[src/rtl/alu_mul_sequencer.sv]
// Shift-add multiplier controller that borrows the shared ALU adder for each
// partial-product accumulation. It returns the low WIDTH bits of a*b after WIDTH iterations.
module alu_mul_sequencer #(
    parameter int WIDTH = 32,
    parameter int CNT_W = 5
) (
    input  logic             clk,
    input  logic             rst,
    input  logic             start,
    input  logic [WIDTH-1:0] a,
    input  logic [WIDTH-1:0] b,
    output logic             busy,
    output logic             done,
    output logic [WIDTH-1:0] product,
    output logic [2:0]       alu_opc,
    output logic [WIDTH-1:0] alu_a,
    output logic [WIDTH-1:0] alu_b,
    input  logic [WIDTH-1:0] alu_w
);

    localparam logic [2:0]       OPC_ADD = 3'b011;
    localparam logic [CNT_W-1:0] LAST    = CNT_W'(WIDTH - 1);

    typedef enum logic [1:0] {
        S_IDLE,
        S_RUN,
        S_DONE
    } state_t;

    state_t           state;
    logic [WIDTH-1:0] acc;
    logic [WIDTH-1:0] mcand;
    logic [WIDTH-1:0] mplier;
    logic [CNT_W-1:0] cnt;
    logic [WIDTH-1:0] acc_nxt;

    // The ALU sums acc + mcand. That sum is only kept when the current multiplier bit is set.
    assign acc_nxt = mplier[0] ? alu_w : acc;

    always_ff @(posedge clk or negedge rst) begin
        if (!rst) begin
            state   <= S_IDLE;
            acc     <= '0;
            mcand   <= '0;
            mplier  <= '0;
            cnt     <= '0;
            product <= '0;
        end else begin
            case (state)
                S_IDLE, S_DONE: begin
                    if (start) begin
                        state  <= S_RUN;
                        acc    <= '0;
                        mcand  <= a;
                        mplier <= b;
                        cnt    <= '0;
                    end else begin
                        state  <= S_IDLE;
                    end
                end
                S_RUN: begin
                    acc    <= acc_nxt;
                    mcand  <= mcand << 1;
                    mplier <= mplier >> 1;
                    cnt    <= cnt + 1'b1;
                    if (cnt == LAST) begin
                        product <= acc_nxt;
                        state   <= S_DONE;
                    end
                end
                default: state <= S_IDLE;
            endcase
        end
    end

    assign busy    = (state == S_RUN);
    assign done    = (state == S_DONE);
    assign alu_opc = OPC_ADD;
    assign alu_a   = busy ? acc   : '0;
    assign alu_b   = busy ? mcand : '0;

endmodule
[config.mk]
export PLATFORM = sky130hd
export DESIGN_NAME = alu_mul_sequencer
export DESIGN_NICKNAME = d
export VERILOG_FILES = /design/src/rtl/alu_mul_sequencer.sv
export SDC_FILE = /design/constraint.sdc
export NUM_CORES = 1
export LEC_CHECK = 0
export ABC_AREA = 1
export ABC_CLOCK_PERIOD_IN_PS = 1900
export CORE_MARGIN = 2
export CORE_UTILIZATION = 41
export CTS_CLUSTER_SIZE = 8
export DETAILED_ROUTE_END_ITERATION = 7
export PLACE_DENSITY = 0.71
export SLEW_MARGIN = 15
export SYNTH_ARGS = -nofsm -noshare
export SYNTH_HDL_FRONTEND = slang
export SYNTH_SLANG_ARGS = --single-unit
[constraint.sdc]
create_clock -name clk -period 1.9 [get_ports clk]
set_clock_uncertainty 0.05 [all_clocks]
set_input_delay 0.38 -clock clk [delete_from_list [all_inputs] [get_ports clk]]
set_output_delay 0.38 -clock clk [all_outputs]
set_load 0.005 [all_outputs]
==> summary.txt <==
GRT
  – Total grt overflow: 0
  – Vias in the first global route: 6009
  – Tot GR Track Use: approximately 22%
  – Initial antenna violation count: 0
  – Largest net degree at the start of global routing: 65
  – Wire length of the first global-routing pass: approximately 30000 microns

Critical path
  – Worst setup SP type: flop
  – Critical-path cell list: nand2_8 > inv_8 > buf_12 > buf_16 > buf_6 > nand2_4 > inv_2 > buf_6
  – Max incr delay on CP: 0.44 ns
  – FF-to-FF path depth: 12
  – Endpoint type of the worst setup path: output port
  – CP max-delay cell: dfrtp_2
  – CP Buf/Inv Count: 6
  – Crit Path Class: flop to output port
  – CP Data Required Time: about 1.5 ns
  – Reg2reg setup slack: ~0.12 ns
  – Reg2Reg Launch Point: state[1]
  – Cell family with most CP delay: buffers and inverters
  – Cell repeated most along the worst path: buf_6
  – Largest fanout on the critical path: 7
  – End of the worst register-to-register path: mplier[25]
  – Critical Path AT: 1.64 ns

Routing
  – Met1 wire length: around 8500 microns
  – Metal3 WL: between 1000 and 1500 microns
  – Met2 wire length: slightly below 10000 microns
  – Routed WL: between 15000 and 20000 microns
  – Max Used Layer: met4
  – Vias per Instance: roughly 4.7
  – Starting DRT DRC Count: about 350
  – Via count: ~6500
  – Post-route ant nets: 0
  – DRC: 0
  – DR pass1 iterations: 5
  – Wirelength per Cell: around 14 microns

Floorplan
  – Num ports: 200
  – FP Rows: 46
  – Die extent in y: about 130 microns
  – Core Region: around 0.016 sq mm
  – Initial core utilization: 41.6%
  – Die footprint: 0.0170 sq mm
  – Chip Width: 130 microns

Clock tree
  – CTS root buf: clkbuf_16
  – CTS tree: built
  – Cts bufs inserted: 17
  – H-tree depth: 4
  – Deepest clock path buffer count: 2
  – Later-pin clock latency in the skew report: about 0.42 ns
  – Clk sinks: roughly 140
  – Worst-path clk slew: 0.06 ns

Final layout
  – Fin nets: roughly 1300
  – Fillers: 1341
  – Layout cell share with drive strength beyond 1: 22.0%
  – Synthesis-to-finish area growth: 57.5%
  – ANT cells: 0
  – Util after Layout: approximately 66%

Synthesis
  – Cell taking the most area after synthesis: dfrtp_1
  – Synthesis warning total: 0
  – Yosys cell types: 20
  – Async SR Flop Fraction: 100%
  – Count leader, synth: nand2_1
  – Most frequent cells after synthesis: nand2_1 (457), dfrtp_1 (135), inv_1 (131)
  – Synth Register Bits: about 140
  – Post-synth EDFFs: 0
  – Post-synth top area share: between 50% and 60%
  – Cell area after synthesis: around 0.0066 sq mm
  – Syn avg cell area: just over 7 sq um
  – Share of the yosys chip area belonging to registers: about half
  – Synthesized instance count: between 900 and 1000
  – Synth Flop Type: dfrtp_1
  – Area contributors post-synth: dfrtp_1 (52%), nand2_1 (26%), inv_1 (7.5%)

Timing
  – Endpoints failing setup: 45
  – Fin. Hold Viols: 0
  – RSZ-0062 raised after global routing: yes
  – Tmin final: roughly 2.1 ns
  – F_max: just under 0.5 GHz
  – Worst Hold Slack: 0.407 ns
  – Final Cycle Share: 109%
  – Max-slew violations: 0
  – Final WS setup: -0.169 ns

Placement
  – Post-DP HPWL: 11500 microns
  – Port bufs: between 150 and 200
  – Routability cong.: between 0.7 and 0.8
  – Place WS: ~0.045 ns

Status
  – Status: finished with violations
  – Violated checks: negative setup slack

Flow run
  – Max Cap Viol: 0

Power
  – Worst IR drop on VDD: 0.866 mV
  – Leak: approximately 5.5 nW
  – Pwr Density: about 1800 mW/mm^2

Worst hold path
  – Min-Delay Path Class: input port to asynchronous set/reset pin
==> how the worst max path moves through the flow <==
stage | startpoint | endpoint | slack [ns] | depth (start not counted)
finish | state[0] | alu_b[3] | -0.17 | 8
global route | state[1] | alu_b[3] | -0.23 | 9
CTS | state[1] | alu_a[21] | -0.33 | 5
detailed placement | state[1] | alu_a[21] | 0.04 | 5
global placement | state[1] | alu_a[21] | 0.05 | 5
floorplan | cnt[0] | product[31] | 0.38 | 9
==> layout by cell type (no fill, tap or decap), types with 6 or more instances in the layout <==
cell,count
inv_2,33
dfrtp_1,133
nor2_1,13
clkbuf_2,6
nand2_4,31
buf_12,15
nor2_2,6
buf_2,31
nor2_4,19
inv_1,99
clkdlybuf4s50_1,129
buf_6,42
o21ai_0,92
nand2_1,426
buf_4,30
clkbuf_16,19
==> cells by family (layout without fill, tap and decap cells) <==
kind of cell	count (synthesis)	count (layout)	synth area share [%]
other	2	3	0.115
AOI/OAI and AO/OA	98	98	7.48
buffers and inverters	182	431	11.5
DFF	135	135	51.5
and+or+nand+nor	502	502	29.0
adders and majority gates	2	2	0.382
==> through the flow <==
stage / setup TNS (ns) / power [mW] / area [sq um] / instances
floorplan: 0 / 8.96 / 6560 / 922
global placement: 0 / 12.7 / 8880 / 1313
detailed placement: 0 / 12.9 / 8880 / 1313
CTS: -6.18 / 17.4 / 10000 / 1373
global route: -6.25 / 19.8 / 10300 / 1387
finish: -2.54 / 18.4 / 10300 / 1387
==> final cells by class <==
class,count,area [sq um],share of cell area [%]
sequential,135,3380,32.7
multi-input combinational,605,2830,27.4
timing repair buffer,268,2770,26.8
inverter,133,507,4.90
clock buffer,21,470,4.55
tap,216,270,2.62
clock inverter,9,101,0.981
==> layer usage <==
| metal | vias to the layer above | track usage [%] |
|---|---|---|
| met5 | - | 0 |
| met4 | 0 | 8.82 |
| met3 | 26 | 6.39 |
| met2 | 209 | 35.0 |
| met1 | 3046 | 29.6 |
| li1 | 3189 | - |
==> power by group <==
group | internal [mW] | switching (mW) | leakage [nW]
logic | 4.88 | 5.04 | 3.54
clock network | 2.01 | 1.21 | 0.284
registers | 4.30 | 0.960 | 1.66
==> state kept, by name, indices dropped and copies added, names as in the netlist <==
| name | flops |
|---|---|
| cnt | 5 |
| product | 32 |
| mplier | 32 |
| mcand | 32 |
| state | 2 |
| acc | 32 |
==> what timing repair did <==
action,in CTS,in global routing
hold buffers,1,0
cloned,5,3
resized for setup,296,145
setup buffers,25,13
endpoints found under the hold margin,35,0
pin swaps,1,3
endpoints found under the setup margin,66,98
Power figures use the tool's default switching activity.
